[src/rtl/bridge_pkg.sv]
// Shared types and default address map for the CPU-to-peripheral bus bridge.
package bridge_pkg;

    typedef enum logic [1:0] {
        IDLE   = 2'd0,
        ACCESS = 2'd1,
        RESP   = 2'd2
    } bridge_state_t;

    // Default MIPS SoC map: data memory, two timers, spare/interrupt window.
    localparam logic [31:0] DM_BASE  = 32'h0000_0000;
    localparam logic [31:0] DM_MASK  = 32'hFFFF_C000;
    localparam logic [31:0] TC0_BASE = 32'h0000_7F00;
    localparam logic [31:0] TC0_MASK = 32'hFFFF_FFF0;
    localparam logic [31:0] TC1_BASE = 32'h0000_7F10;
    localparam logic [31:0] TC1_MASK = 32'hFFFF_FFF0;
    localparam logic [31:0] INT_BASE = 32'h0000_7F20;
    localparam logic [31:0] INT_MASK = 32'hFFFF_FFFC;

    localparam int          DEF_NUM_SLV  = 4;
    localparam logic [127:0] DEF_SLV_BASE = {INT_BASE, TC1_BASE, TC0_BASE, DM_BASE};
    localparam logic [127:0] DEF_SLV_MASK = {INT_MASK, TC1_MASK, TC0_MASK, DM_MASK};

    localparam logic [3:0] BYTEEN_READ = 4'b0000;
    localparam logic [3:0] BYTEEN_WORD = 4'b1111;

    function automatic logic is_partial_write(input logic [3:0] byteen);
        return (byteen != BYTEEN_READ) && (byteen != BYTEEN_WORD);
    endfunction

endpackage

[src/rtl/sys_bus_bridge_if.sv]
// CPU-side and peripheral-side signals of the bus bridge. The master modport is the
// bridge itself (it masters the peripheral bus); slave is the CPU/peripheral side.
// BRIDGE_ERRLOG_EN adds the error-log outputs err_addr and err_cnt.
interface sys_bus_bridge_if #(
    parameter int NUM_SLV = 4
);
    logic                   cpu_req;
    logic [31:0]            cpu_addr;
    logic [3:0]             cpu_byteen;
    logic [31:0]            cpu_wdata;
    logic                   cpu_ready;
    logic                   cpu_rvalid;
    logic [31:0]            cpu_rdata;
    logic                   cpu_err;
    logic [NUM_SLV-1:0]     slv_sel;
    logic [31:0]            slv_addr;
    logic [3:0]             slv_byteen;
    logic [31:0]            slv_wdata;
    logic [NUM_SLV*32-1:0]  slv_rdata;
    logic [NUM_SLV-1:0]     slv_ack;
`ifdef BRIDGE_ERRLOG_EN
    logic [31:0]            err_addr;
    logic [7:0]             err_cnt;
`endif

    modport master (
        input  cpu_req, cpu_addr, cpu_byteen, cpu_wdata, slv_rdata, slv_ack,
        output cpu_ready, cpu_rvalid, cpu_rdata, cpu_err,
        output slv_sel, slv_addr, slv_byteen, slv_wdata
`ifdef BRIDGE_ERRLOG_EN
        , output err_addr, err_cnt
`endif
    );

    modport slave (
        output cpu_req, cpu_addr, cpu_byteen, cpu_wdata, slv_rdata, slv_ack,
        input  cpu_ready, cpu_rvalid, cpu_rdata, cpu_err,
        input  slv_sel, slv_addr, slv_byteen, slv_wdata
`ifdef BRIDGE_ERRLOG_EN
        , input err_addr, err_cnt
`endif
    );

endinterface

[src/rtl/bridge_addr_decode.sv]
// Combinational window decoder: lowest-index matching window wins; flags partial
// writes aimed at word-only slaves.
module bridge_addr_decode
    import bridge_pkg::*;
#(
    parameter int                    NUM_SLV       = DEF_NUM_SLV,
    parameter logic [NUM_SLV*32-1:0] SLV_BASE      = DEF_SLV_BASE,
    parameter logic [NUM_SLV*32-1:0] SLV_MASK      = DEF_SLV_MASK,
    parameter logic [NUM_SLV-1:0]    SLV_WORD_ONLY = 4'b0110
) (
    input  logic [31:0]        addr,
    input  logic [3:0]         byteen,
    output logic [NUM_SLV-1:0] hit,
    output logic               any_hit,
    output logic               word_only_violation
);

    logic [NUM_SLV-1:0] raw_hit;

    genvar gi;
    generate
        for (gi = 0; gi < NUM_SLV; gi++) begin : g_win
            assign raw_hit[gi] = (addr & SLV_MASK[32*gi +: 32]) == SLV_BASE[32*gi +: 32];
        end
    endgenerate

    // Isolate the lowest set bit so overlapping windows resolve by index.
    assign hit                 = raw_hit & (~raw_hit + NUM_SLV'(1));
    assign any_hit             = |raw_hit;
    assign word_only_violation = (|(hit & SLV_WORD_ONLY)) && is_partial_write(byteen);

endmodule

[src/rtl/sys_bus_bridge.sv]
// Handshaked CPU-to-peripheral bridge: one outstanding request, window decode,
// slave ack with timeout, bus-error completion. Optional BRIDGE_ERRLOG_EN error log.
module sys_bus_bridge
    import bridge_pkg::*;
#(
    parameter int                    NUM_SLV       = DEF_NUM_SLV,
    parameter logic [NUM_SLV*32-1:0] SLV_BASE      = DEF_SLV_BASE,
    parameter logic [NUM_SLV*32-1:0] SLV_MASK      = DEF_SLV_MASK,
    parameter logic [NUM_SLV-1:0]    SLV_WORD_ONLY = 4'b0110,
    parameter int                    TIMEOUT       = 15
) (
    input  logic             clk,
    input  logic             reset_n,
    sys_bus_bridge_if.master bus
);

    localparam int             CW       = $clog2(TIMEOUT + 1);
    localparam logic [CW-1:0]  CNT_LAST = CW'(TIMEOUT - 1);

    bridge_state_t      state_reg, state_next;
    logic [NUM_SLV-1:0] sel_reg, sel_next;
    logic [31:0]        addr_reg, addr_next;
    logic [3:0]         byteen_reg, byteen_next;
    logic [31:0]        wdata_reg, wdata_next;
    logic [31:0]        rdata_reg, rdata_next;
    logic               rvalid_reg, rvalid_next;
    logic               err_reg, err_next;
    logic [CW-1:0]      cnt_reg, cnt_next;

    logic [NUM_SLV-1:0] dec_hit;
    logic               dec_any_hit;
    logic               dec_violation;
    logic               sel_ack;
    logic [31:0]        sel_rdata;

    bridge_addr_decode #(
        .NUM_SLV       (NUM_SLV),
        .SLV_BASE      (SLV_BASE),
        .SLV_MASK      (SLV_MASK),
        .SLV_WORD_ONLY (SLV_WORD_ONLY)
    ) u_decode (
        .addr                (bus.cpu_addr),
        .byteen              (bus.cpu_byteen),
        .hit                 (dec_hit),
        .any_hit             (dec_any_hit),
        .word_only_violation (dec_violation)
    );

    // Only the selected slave's ack and data are honoured; others are masked off.
    assign sel_ack = |(sel_reg & bus.slv_ack);

    always_comb begin
        sel_rdata = '0;
        for (int i = 0; i < NUM_SLV; i++) begin
            if (sel_reg[i]) begin
                sel_rdata = bus.slv_rdata[32*i +: 32];
            end
        end
    end

    always_comb begin
        state_next  = state_reg;
        sel_next    = sel_reg;
        addr_next   = addr_reg;
        byteen_next = byteen_reg;
        wdata_next  = wdata_reg;
        rdata_next  = rdata_reg;
        err_next    = err_reg;
        rvalid_next = 1'b0;
        cnt_next    = cnt_reg;

        case (state_reg)
            IDLE: begin
                if (bus.cpu_req) begin
                    addr_next   = bus.cpu_addr;
                    byteen_next = bus.cpu_byteen;
                    wdata_next  = bus.cpu_wdata;
                    if (!dec_any_hit || dec_violation) begin
                        state_next  = RESP;
                        rvalid_next = 1'b1;
                        err_next    = 1'b1;
                        rdata_next  = '0;
                    end else begin
                        state_next = ACCESS;
                        sel_next   = dec_hit;
                        cnt_next   = '0;
                    end
                end
            end
            ACCESS: begin
                // An ack in the final timeout cycle still completes without error.
                if (sel_ack) begin
                    state_next  = RESP;
                    sel_next    = '0;
                    rvalid_next = 1'b1;
                    err_next    = 1'b0;
                    rdata_next  = (byteen_reg == BYTEEN_READ) ? sel_rdata : 32'h0;
                end else if (cnt_reg == CNT_LAST) begin
                    state_next  = RESP;
                    sel_next    = '0;
                    rvalid_next = 1'b1;
                    err_next    = 1'b1;
                    rdata_next  = '0;
                end else begin
                    cnt_next = cnt_reg + CW'(1);
                end
            end
            RESP: begin
                state_next = IDLE;
            end
            default: begin
                state_next = IDLE;
                sel_next   = '0;
            end
        endcase
    end

    always_ff @(posedge clk or negedge reset_n) begin
        if (!reset_n) begin
            state_reg  <= IDLE;
            sel_reg    <= '0;
            addr_reg   <= '0;
            byteen_reg <= '0;
            wdata_reg  <= '0;
            rdata_reg  <= '0;
            rvalid_reg <= 1'b0;
            err_reg    <= 1'b0;
            cnt_reg    <= '0;
        end else begin
            state_reg  <= state_next;
            sel_reg    <= sel_next;
            addr_reg   <= addr_next;
            byteen_reg <= byteen_next;
            wdata_reg  <= wdata_next;
            rdata_reg  <= rdata_next;
            rvalid_reg <= rvalid_next;
            err_reg    <= err_next;
            cnt_reg    <= cnt_next;
        end
    end

    assign bus.cpu_ready  = (state_reg == IDLE);
    assign bus.cpu_rvalid = rvalid_reg;
    assign bus.cpu_rdata  = rdata_reg;
    assign bus.cpu_err    = err_reg;
    assign bus.slv_sel    = sel_reg;
    assign bus.slv_addr   = addr_reg;
    assign bus.slv_byteen = byteen_reg;
    assign bus.slv_wdata  = wdata_reg;

`ifdef BRIDGE_ERRLOG_EN
    logic [31:0] err_addr_reg;
    logic [7:0]  err_cnt_reg;

    // Logged on the same edge that raises the error response.
    always_ff @(posedge clk or negedge reset_n) begin
        if (!reset_n) begin
            err_addr_reg <= '0;
            err_cnt_reg  <= '0;
        end else if (rvalid_next && err_next) begin
            err_addr_reg <= addr_next;
            if (err_cnt_reg != 8'hFF) begin
                err_cnt_reg <= err_cnt_reg + 8'd1;
            end
        end
    end

    assign bus.err_addr = err_addr_reg;
    assign bus.err_cnt  = err_cnt_reg;
`endif

endmodule

[src/flat_wrapper.sv]
// flat-port wrapper written by rule: the top's interface ports become plain ports
module sys_bus_bridge_flat import bridge_pkg::*;
#(
    parameter int                    NUM_SLV       = DEF_NUM_SLV,
    parameter logic [NUM_SLV*32-1:0] SLV_BASE      = DEF_SLV_BASE,
    parameter logic [NUM_SLV*32-1:0] SLV_MASK      = DEF_SLV_MASK,
    parameter logic [NUM_SLV-1:0]    SLV_WORD_ONLY = 4'b0110,
    parameter int                    TIMEOUT       = 15
)
  (clk, reset_n, bus_cpu_req, bus_cpu_addr, bus_cpu_byteen, bus_cpu_wdata, bus_slv_rdata, bus_slv_ack, bus_cpu_ready, bus_cpu_rvalid, bus_cpu_rdata, bus_cpu_err, bus_slv_sel, bus_slv_addr, bus_slv_byteen, bus_slv_wdata);
  sys_bus_bridge_if #(.NUM_SLV(NUM_SLV)) bus_i ();
  input  logic clk;
  input  logic reset_n;
  input wire logic [$bits(bus_i.cpu_req)-1:0] bus_cpu_req;
  input wire logic [$bits(bus_i.cpu_addr)-1:0] bus_cpu_addr;
  input wire logic [$bits(bus_i.cpu_byteen)-1:0] bus_cpu_byteen;
  input wire logic [$bits(bus_i.cpu_wdata)-1:0] bus_cpu_wdata;
  input wire logic [$bits(bus_i.slv_rdata)-1:0] bus_slv_rdata;
  input wire logic [$bits(bus_i.slv_ack)-1:0] bus_slv_ack;
  output wire logic [$bits(bus_i.cpu_ready)-1:0] bus_cpu_ready;
  output wire logic [$bits(bus_i.cpu_rvalid)-1:0] bus_cpu_rvalid;
  output wire logic [$bits(bus_i.cpu_rdata)-1:0] bus_cpu_rdata;
  output wire logic [$bits(bus_i.cpu_err)-1:0] bus_cpu_err;
  output wire logic [$bits(bus_i.slv_sel)-1:0] bus_slv_sel;
  output wire logic [$bits(bus_i.slv_addr)-1:0] bus_slv_addr;
  output wire logic [$bits(bus_i.slv_byteen)-1:0] bus_slv_byteen;
  output wire logic [$bits(bus_i.slv_wdata)-1:0] bus_slv_wdata;
  assign bus_i.cpu_req = bus_cpu_req;
  assign bus_i.cpu_addr = bus_cpu_addr;
  assign bus_i.cpu_byteen = bus_cpu_byteen;
  assign bus_i.cpu_wdata = bus_cpu_wdata;
  assign bus_i.slv_rdata = bus_slv_rdata;
  assign bus_i.slv_ack = bus_slv_ack;
  assign bus_cpu_ready = bus_i.cpu_ready;
  assign bus_cpu_rvalid = bus_i.cpu_rvalid;
  assign bus_cpu_rdata = bus_i.cpu_rdata;
  assign bus_cpu_err = bus_i.cpu_err;
  assign bus_slv_sel = bus_i.slv_sel;
  assign bus_slv_addr = bus_i.slv_addr;
  assign bus_slv_byteen = bus_i.slv_byteen;
  assign bus_slv_wdata = bus_i.slv_wdata;
  sys_bus_bridge #(.NUM_SLV(NUM_SLV), .SLV_BASE(SLV_BASE), .SLV_MASK(SLV_MASK), .SLV_WORD_ONLY(SLV_WORD_ONLY), .TIMEOUT(TIMEOUT)) u_core (.clk(clk), .reset_n(reset_n), .bus(bus_i));
endmodule
[config.mk]
export PLATFORM = sky130hd
export DESIGN_NAME = sys_bus_bridge_flat
export DESIGN_NICKNAME = d
export VERILOG_FILES = /design/src/rtl/bridge_pkg.sv /design/src/rtl/sys_bus_bridge_if.sv /design/src/rtl/bridge_addr_decode.sv /design/src/rtl/sys_bus_bridge.sv /design/src/flat_wrapper.sv
export SDC_FILE = /design/constraint.sdc
export NUM_CORES = 1
export LEC_CHECK = 0
export CAP_MARGIN = 20
export CORE_AREA = 2 2 121 123
export DETAILED_ROUTE_END_ITERATION = 10
export DIE_AREA = 0 0 123 125
export PLACE_DENSITY = 0.81
export SETUP_SLACK_MARGIN = 0.1
export SLEW_MARGIN = 0
export SYNTH_ARGS = -nofsm -noshare
export SYNTH_HDL_FRONTEND = slang
export SYNTH_SLANG_ARGS = --single-unit
[constraint.sdc]
create_clock -name clk -period 1.97 [get_ports clk]
set_input_delay 0.394 -clock clk [delete_from_list [all_inputs] [get_ports clk]]
set_output_delay 0.394 -clock clk [all_outputs]
set_load 0.1 [all_outputs]
[Word level (Yosys, flattened, before mapping)]
Index checks and enable logic that the tools add are counted.
Storage, ports and cells
  output and inout bits: 107
  input port bits: 203
  register bits: 112
  logic and storage cells: 80
Cells by class
  eq/ne operators: 13
  bitwise logic cells: 4
  add/sub/neg operators: 2
  multiplexer cells: 35
  reductions and logical operators: 17
Operators by type and width (number)
  two-way mux 32 bit: 9
  one-hot mux 32 bit (2 select lines): 1
  equality test 28 x 11 -> 1 bit, second input constant: 2
  logical NOT 32 bit: 1
  two-way mux 4 bit: 8
  equality test 30 x 13 -> 1 bit, second input constant: 1
  one-hot mux 4 bit (3 select lines): 1
  adder 4 x 1 -> 4 bit, second input constant: 2
  AND 4 bit: 2
  two-way mux 1 bit: 8
  two-way mux 2 bit: 4
  != test 2 bit, second input constant: 4
  one-hot mux 4 bit (2 select lines): 1
  AND reduction 4 bit: 2
  OR reduction 4 bit: 2
  AND reduction 5 bit: 1
  equality test 4 bit, second input constant: 1
  logical NOT 4 bit: 1
  != test 4 bit, second input constant: 1
  inverter 4 bit: 1
  one-hot mux 1 bit (2 select lines): 2
  one-hot mux 2 bit (2 select lines): 1
  AND reduction 2 bit: 2
  nonzero test 4 bit: 1
  other kinds (11): 12

[Logic depth before layout (Yosys ltp)]
Gate-level depths: netlist of the first run.
  depth in word-level cells: 10
  mapped depth: 8
  depth with buffers taken out: 7

[By module]
Synthesis of the first run repeated with hierarchy kept, for this count alone.
Unflattened totals
  cells, all modules: 456
  area, all modules: 5380.2 um^2
By module, submodules not included
  sys_bus_bridge: seq. area each 2802.7 um^2, cells an instance 433, area each 5221.3 um^2, times used 1
  bridge_addr_decode: seq. area each 0.0 um^2, cells an instance 23, area each 158.9 um^2, times used 1

[Worst setup path before layout of the first run]
Ideal clock, no wire load.
  kind: register to register
  start: reg u_core.state_reg[0]
  end: reg u_core.byteen_reg[2] (netlist: u_core.bus.slv_byteen[2])
  library setup time: 0.068 ns
  path slack: -1.021 ns
  buffers on the path: 3
  clock period less this slack: 2.991 ns
  data arrival time: 2.923 ns
  required time: 1.902 ns
  cell stages (with the launch flop): 8
  path through: dfrtp_1 > nor2_1 > and2_1 > clkbuf_1 > clkbuf_1 > clkbuf_1 > nand2_1 > nand2_1
Between the ends
  word-level cells in the longest chain between the ends: 2
RTL lines
  start: declaration: RTL line sys_bus_bridge.sv:20  | bridge_state_t state_reg, state_next;
  start signal: assignment: RTL line sys_bus_bridge.sv:130  | state_reg <= state_next;
  logical NOT 2 bit
  named net bus_cpu_ready: RTL line flat_wrapper.sv:20  | output wire logic [$bits(bus_i.cpu_ready)-1:0] bus_cpu_ready;
  AND reduction 2 bit (no line)
  end signal: assignment: RTL line sys_bus_bridge.sv:133  | byteen_reg <= byteen_next;
  end: declaration: RTL line sys_bus_bridge.sv:23  | logic [3:0] byteen_reg, byteen_next;
The timed path passes the listed nets, and every way through them passes these cells.
A chain may end at the register's enable or synchronous reset.

[Worst setup path after layout of the first run]
  start: in bus_cpu_addr[17]
  end: reg u_core.rdata_reg[11] (netlist: u_core.bus.cpu_rdata[11])
Between the ends
  word-level cells in the longest chain between the ends: 9
  elaborated cells between the ends (all ways): 14
  classes of those cells: 1 x add/sub; 4 x eq/ne; 2 x bitwise; 7 x reduce/logical
RTL lines
  start: declaration: RTL line flat_wrapper.sv:15  | input wire logic [$bits(bus_i.cpu_addr)-1:0] bus_cpu_addr;
  equality test 28 x 11 -> 1 bit or logical NOT 32 bit (tied branches): RTL line bridge_addr_decode.sv:23  | assign raw_hit[gi] = (addr & SLV_MASK[32*gi +: 32]) == SLV_BASE[32*gi +: 32];
  inverter 4 bit: RTL line bridge_addr_decode.sv:28  | assign hit = raw_hit & (~raw_hit + NUM_SLV'(1));
  adder 4 x 1 -> 4 bit: RTL line bridge_addr_decode.sv:28
  AND 4 bit: RTL line bridge_addr_decode.sv:28
  OR reduction 2 bit: RTL line bridge_addr_decode.sv:30  | assign word_only_violation = (|(hit & SLV_WORD_ONLY)) && is_partial_write(byteen);
  logical AND 1 bit: RTL line bridge_addr_decode.sv:30
  logical OR 1 bit (*): RTL line sys_bus_bridge.sv:78  | if (!dec_any_hit || dec_violation) begin
  != test 2 x 1 -> 1 bit (no line) (*)
  AND reduction 4 bit (no line) (*)
  end signal: assignment: RTL line sys_bus_bridge.sv:135  | rdata_reg <= rdata_next;
  end: declaration: RTL line sys_bus_bridge.sv:25  | logic [31:0] rdata_reg, rdata_next;
Mark *: on every way between the ends. The rest lies on a longest branch, timed or not.

==> flow_summary_export.csv, run 1 <==
group,metric,value,unit
logic_synthesis,seq_area_frac_synth,0.5189,
floorplanning,fp.dieArea,0.01538,mm²
worst_setup_path,cp-startpoint,"bus_cpu_addr[17]",
worst_setup_path,end_kind,"register",
floorplanning,start_util,0.3803,
floorplanning,die_h,125,µm
global_routing,grt_max_degree,69,
worst_setup_path,r2r-start,"u_core.bus.slv_sel[0]",
worst_setup_path,crit_path_max_fanout,8,
place,place.gp.congestion,0.7839,
route,wl,19530,µm
final_layout,nFillCells,1170,
place,port_buffers,309,
final_layout,num_antenna_cells,0,
final_layout,drive_above_1_share,0.2301,
power,p_total,0.008038,W
global_routing,grt_pass1_vias,5759,
timing,hold_viol,0,
timing,rsz0062_at_grt,"yes",
power,p_per_area,860.6,mW/mm²
clock_network,htree_levels,3,
route,route.vias.total,5782,
floorplanning,die_x,123,µm
place,placedCellCount,1103,
logic_synthesis,yosysWarnings,0,
run_status,status,"finished clean",
clock_network,worstSkewPairLatency,0.35,ns
timing,worst_pin_slew,0.5341,ns
global_routing,track_usage,0.2444,
worst_setup_path,critPathKind,"in2reg",
logic_synthesis,synth_edf_count,0,
run,cap_violations,0,
route,dr.pass1.iters,7,
route,wire_per_inst,17.33,µm
final_layout,fin_area,0.009340,mm²
floorplanning,row_count,44,
route,routed_via_density,5.130,
timing,final.setup.tns,0,ns
worst_setup_path,cp_data_required_time,2.24,ns
power,p_leak,4.344,nW
logic_synthesis,syn_area_per_cell,8.642,µm²
floorplanning,coreArea,0.01420,mm²
timing,final.period_utilization,0.9706,
worst_setup_path,cp.arrival,2.18,ns
clock_network,cts_inserted_buffers,9,
logic_synthesis,synth_cell_types,41,
logic_synthesis,async_flop_share,1.000,
route,drtAntennaViolNets,0,
global_routing,antenna_found_initial,0,
logic_synthesis,syn-num-nets,830,
floorplanning,io_pins,310,
clock_network,clk_path_buf_depth,2,
route,drtIter0Drc,294,
timing,finClkSkew,0.01056,ns
min_path,worstHoldPathType,"in2reg",
logic_synthesis,syn-cell-area,0.005401,mm²
clock_network,path_clk_slew,0.08,ns
clock_network,cts_tree,"yes",
timing,slew_viol_final,0,
logic_synthesis,ys_ff_latch,112,
min_path,min-delay-start,"bus_cpu_addr[16]",
final_layout,syn_to_final_growth,72.92,%
global_routing,grt_pass1_wl,29330,µm
timing,relSlewSlack,0.6440,
global_routing,overflow,0,
worst_setup_path,critPathLaunchType,"input port",
final_layout,fin_cells,1127,
clock_network,cts_sinks,112,
route,drc,0,
clock_network,cts_root_buffer,"clkbuf_16",
final_layout,nets,1143,
timing,max_freq,523.0,MHz
timing,setup_viol,0,
power,peakVddDrop,0.7124,mV
place,place_area,0.008663,mm²
place,dp_hpwl,13830,µm
logic_synthesis,synth_ff_type,"dfrtp_1",
logic_synthesis,syn_inst,625,
timing,fin_crit,1.912,ns
cell families (layout without fill, tap and decap cells):
kind of cell / after synthesis / after routing / synth area share
DFF: 112 / 112 / 0.5189
and+or+nand+nor: 339 / 339 / 0.2729
adders and majority gates: 2 / 2 / 0.004632
AOI/OAI and AO/OA: 121 / 121 / 0.1594
buffers and inverters: 51 / 369 / 0.04424
worst paths after layout:
kind / to / slack, ns / cells past startpoint
max: u_core.bus.cpu_rdata[11] / 0.06 / 8
min: u_core.bus.slv_addr[16] / 0.23 / 3
max reg2reg: u_core.bus.cpu_rdata[20] / 0.18 / 6
min reg2reg: u_core.bus.slv_wdata[21] / 0.48 / 2
max in group asynchronous: u_core.bus.cpu_rdata[31] / 0.87 / 3
min in group asynchronous: u_core.bus.slv_wdata[3] / 0.46 / 2
layout by cell type, fill, tap and decap left out, types with 4 or more instances in the layout:
| master | instances |
|---|---|
| a21o_1 | 4 |
| o22ai_1 | 11 |
| clkbuf_16 | 10 |
| dfrtp_1 | 108 |
| a221oi_1 | 30 |
| nor3_1 | 33 |
| buf_12 | 14 |
| dlygate4sd2_1 | 8 |
| clkdlybuf4s50_1 | 179 |
| buf_6 | 9 |
| nand2_1 | 238 |
| buf_4 | 124 |
| inv_1 | 5 |
| nor2b_1 | 33 |
| nand3_1 | 7 |
| o22ai_2 | 18 |
| nor2_1 | 4 |
| a21oi_1 | 34 |
| dlymetal6s2s_1 | 8 |
cell usage after synthesis, drive strengths merged (3+ instances only):
cell type / n / area share
nand2: 239 / 0.17
inv: 5 / 0.0035
o21ai: 3 / 0.0049
a21oi: 35 / 0.035
a221oi: 32 / 0.052
buf: 3 / 0.0063
nor3: 34 / 0.032
nand3: 7 / 0.0065
nor2b: 35 / 0.041
dfrtp: 112 / 0.52
clkbuf: 42 / 0.033
o22ai: 32 / 0.038
a21o: 4 / 0.0056
nor2: 5 / 0.0035
nor4: 7 / 0.0081
critical path: stages:
cell,delay (ns)
buf_6,0.09
or3_4,0.39
or4_4,0.56
o21ai_4,0.19
a21oi_4,0.09
buf_6,0.14
clkbuf_16,0.17
o22ai_4,0.16
timing repair:
action                                  4_1_cts  5_1_grt
buffers inserted                              2        3
gates resized for setup                      38       48
endpoints found under the hold margin        18        0
cloned                                        1        1
endpoints found under the setup margin       44       44
pin swaps                                    12       13
hold buffers                                  1        0
layout make-up:
type	count	area, µm²	share of cell area
Multi-Input combinational cell	462	2618	0.2802
Sequential cell	112	2810	0.3009
Clock buffer	10	239.0	0.02559
Tap cell	184	230.2	0.02465
Clock inverter	6	72.57	0.007770
Inverter	5	18.77	0.002009
Timing Repair Buffer	348	3352	0.3589
metrics by stage:
| stage | setup slack [ns] | util | hold slack, ns |
|---|---|---|---|
| global placement | -0.5623 | 0.6099 | 0.2995 |
| floorplan | -0.06692 | - | 0.09841 |
| CTS | 0.07668 | 0.6373 | 0.2378 |
| detailed placement | -0.5985 | 0.6099 | 0.3006 |
| finish | 0.05794 | 0.6576 | 0.2324 |
| global route | 0.01249 | 0.6576 | 0.2431 |
power breakdown:
group | switching [W] | internal, W | total (W)
clock | 0.000874 | 0.00104 | 0.00192
combinational | 0.00243 | 0.000909 | 0.00334
sequential | 0.000204 | 0.00258 | 0.00279
routing by layer:
metal / GRT usage / wire, µm
met1: 0.2999 / 7582
met2: 0.4079 / 9678
met3: 0.07755 / 1875
met4: 0.07620 / 396
met5: 0 / 0
Note: power is estimated with default switching activity, not from simulation.
==> run 2, diff against run 1 <==
--- a/config.mk
+++ b/config.mk
@@ -6,10 +6,13 @@
 export NUM_CORES = 1
 export LEC_CHECK = 0
 export CAP_MARGIN = 20
-export CORE_AREA = 2 2 121 123
+export CELL_PAD_IN_SITES_DETAIL_PLACEMENT = 1
+export CELL_PAD_IN_SITES_GLOBAL_PLACEMENT = 2
+export CORE_AREA = 2 2 164 166
+export CTS_BUF_LIST = sky130_fd_sc_hd__clkbuf_2
 export DETAILED_ROUTE_END_ITERATION = 10
-export DIE_AREA = 0 0 123 125
-export PLACE_DENSITY = 0.81
+export DIE_AREA = 0 0 166 168
+export PLACE_DENSITY_LB_ADDON = 0.1
 export SETUP_SLACK_MARGIN = 0.1
 export SLEW_MARGIN = 0
 export SYNTH_ARGS = -nofsm -noshare
==> run 2 against run 1 <==
Effect of this change: maximum frequency down 3.0%; critical path type is now reg2out; count of clock-buffer cells in the layout stayed put; clock skew up 0.050 ns; cell count grew 18%; hold slack lost 0.052 ns; wire length up 33%; core utilization is 25 points lower; die area is 81% higher; cell area up 14%; worst setup slack got worse by 0.060 ns; combinational power is 9.0% higher; the flow now finishes with violations (setup timing); clock power fell by 43%.
==> flow_summary_export.csv, run 2 (synthesized netlist as in run 1, its figures left out) <==
group,metric,value,unit
final_layout,nFillCells,2929,
timing,hold_viol,0,
route,drtIter0Drc,201,
worst_setup_path,cp_common_cell,"buf_12",
route,drtAntennaViolNets,0,
floorplanning,die_x,166,µm
worst_setup_path,end_kind,"output port",
global_routing,grt_max_degree,50,
min_path,worstHoldPathType,"in2reg",
worst_setup_path,cp_data_required_time,1.58,ns
power,p_per_area,713.1,mW/mm²
route,route.vias.total,6075,
timing,fin_crit,1.972,ns
timing,max_freq,507.2,MHz
worst_setup_path,rrSetupSlack,0.02,ns
worst_setup_path,cpPeakStageDelay,0.56,ns
power,p_total,0.007583,W
route,wire_per_inst,19.58,µm
worst_setup_path,critPathLaunchType,"register",
clock_network,htree_levels,3,
timing,final.period_utilization,1.001,
clock_network,cts_root_buffer,"clkbuf_2",
floorplanning,coreArea,0.02635,mm²
timing,worst_slack,-0.001563,ns
clock_network,clk_path_buf_depth,2,
global_routing,grt_pass1_vias,6507,
route,dr.pass1.iters,4,
worst_setup_path,critPathTopFamily,"flip-flops",
min_path,whs_path_depth,3,
route,top_layer_used,"met5",
timing,setup_viol,1,
floorplanning,die_h,168,µm
timing,slew_viol_final,0,
global_routing,antenna_found_initial,2,
clock_network,cts_inserted_buffers,9,
clock_network,worstSkewPairLatency,0.67,ns
place,port_buffers,309,
route,met1Wirelength,10890,µm
run_status,violations,"setup timing",
place,dp_hpwl,17800,µm
route,met2WireLength,12720,µm
final_layout,nets,1185,
power,p_leak,4.703,nW
worst_setup_path,cp.arrival,1.58,ns
route,wl,26030,µm
global_routing,track_usage,0.1772,
timing,relSlewSlack,0.6309,
floorplanning,start_util,0.2050,
final_layout,layout_commonest_cell,"nand2_1",
floorplanning,io_pins,310,
clock_network,cts_tree,"yes",
clock_network,path_clk_slew,0.37,ns
route,routed-wl-met3,1995,µm
min_path,min_to,"u_core.bus.slv_wdata[2]",
floorplanning,row_count,60,
timing,hold_ws,0.1800,ns
run_status,status,"finished, violations left",
worst_setup_path,worstPathCellList,"buf_12 -> buf_12 -> buf_12",
global_routing,grt_pass1_wl,38700,µm
timing,rsz0062_at_grt,"yes",
worst_setup_path,critPathKind,"reg2out",
worst_setup_path,crit_path_max_fanout,3,
floorplanning,fp.dieArea,0.02789,mm²
clock_network,cts_sinks,112,
worst_setup_path,r2r_cells,9,
run,cap_violations,0,
worst_setup_path,path_buf_inv,3,
route,routed_via_density,4.571,
power,peakVddDrop,0.4769,mV
timing,worst_pin_slew,0.5486,ns
place,place.gp.congestion,0.8013,
worst_setup_path,r2r-start,"u_core.bus.slv_sel[1]",
worst_setup_path,cp_slowest_cell,"dfrtp_4",
route,drc,0,
worst_setup_path,r2r-end,"u_core.bus.cpu_rdata[31]",
timing,finClkSkew,0.06011,ns
final_layout,drive_above_1_share,0.3086,
final_layout,final_cell_mix,"206 x nand2_1, 201 x clkdlybuf4s50_1, 103 x dfrtp_1, 77 x buf_4, 59 x buf_6",
min_path,min-delay-start,"bus_cpu_wdata[2]",
global_routing,overflow,0,
final_layout,syn_to_final_growth,96.87,%
-- run 2: cell count changes in the layout (fill, tap and decap cells not counted), moves of 6 or more --
cell	previous run	this run
clkdlybuf4s50_1	179	201
buf_12	14	32
buf_4	124	77
buf_6	9	59
dlygate4sd2_1	8	0
o22ai_2	18	29
nand2_4	0	32
buf_8	0	11
dlymetal6s2s_1	8	0
clkbuf_16	10	4
clkbuf_2	1	10
nand2_1	238	206
o22ai_1	11	3
-- run 2: final cells by class --
| class | instances | area [µm²] | share of cell area |
|---|---|---|---|
| Timing Repair Buffer | 390 | 4328 | 0.4070 |
| Multi-Input combinational cell | 462 | 2929 | 0.2754 |
| Sequential cell | 112 | 2816 | 0.2649 |
| Tap cell | 341 | 426.7 | 0.04012 |
| Clock inverter | 6 | 57.56 | 0.005412 |
| Clock buffer | 10 | 50.05 | 0.004706 |
| Inverter | 5 | 18.77 | 0.001765 |
| Antenna cell | 3 | 7.507 | 0.0007060 |
-- run 2: power by group --
group          internal (W)  switching, W
Combinational       0.00117       0.00247
Sequential          0.00259      0.000265
Clock              0.000209      0.000878
Total               0.00397       0.00361
-- run 2: timing repair --
| item | CTS | global route |
|---|---|---|
| pin swaps | 7 | 66 |
| setup buffers | 20 | 11 |
| endpoints found under the hold margin | 32 | 0 |
| hold buffers | 1 | 0 |
| gates cloned | 5 | 4 |
| endpoints found under the setup margin | 73 | 93 |
| resized for setup | 53 | 182 |
-- run 2: worst reg2reg max path, stage by stage (launching register included) --
cell	delay, ns
dfrtp_4	0.56
buf_12	0.13
buf_4	0.12
buf_6	0.11
a22oi_2	0.18
nand3_2	0.16
nand2_4	0.20
clkbuf_16	0.23
nand2_4	0.06
o22ai_2	0.14
-- run 2: worst max path at each step --
stage                          start                       end  slack, ns  cells past startpoint
3_3_place_gp         bus_cpu_addr[8]     u_core.bus.slv_sel[2]      -0.59                      6
6_report       u_core.bus.slv_sel[1]            bus_slv_sel[1]     -0.002                      3
2_1_floorplan        bus_cpu_addr[7]     u_core.bus.cpu_rvalid      -0.07                      6
4_1_cts        u_core.bus.slv_sel[1]            bus_slv_sel[1]      -0.09                      3
3_5_place_dp         bus_cpu_addr[8]  u_core.bus.cpu_rdata[22]      -0.65                      7
5_1_grt        u_core.bus.slv_sel[1]            bus_slv_sel[1]      -0.11                      3
-- run 2: per-stage QoR --
step	util	TNS (ns)	instances	worst slack, ns	area (µm²)
finish	0.4036	-0.001563	1329	-0.001563	10630
global placement	0.3421	-24.51	1269	-0.5889	9015
detailed placement	0.3421	-25.69	1269	-0.6519	9015
global route	0.4035	-1.080	1328	-0.1112	10630
floorplan	-	-0.6799	625	-0.06692	5433
CTS	0.3663	-0.1151	1311	-0.09243	9652
-- run 2: per-layer routing --
layer,track usage,vias up
li1,-,2862
met1,0.2179,2956
met2,0.3006,232
met3,0.05736,23
met4,0.04537,2
met5,0,-
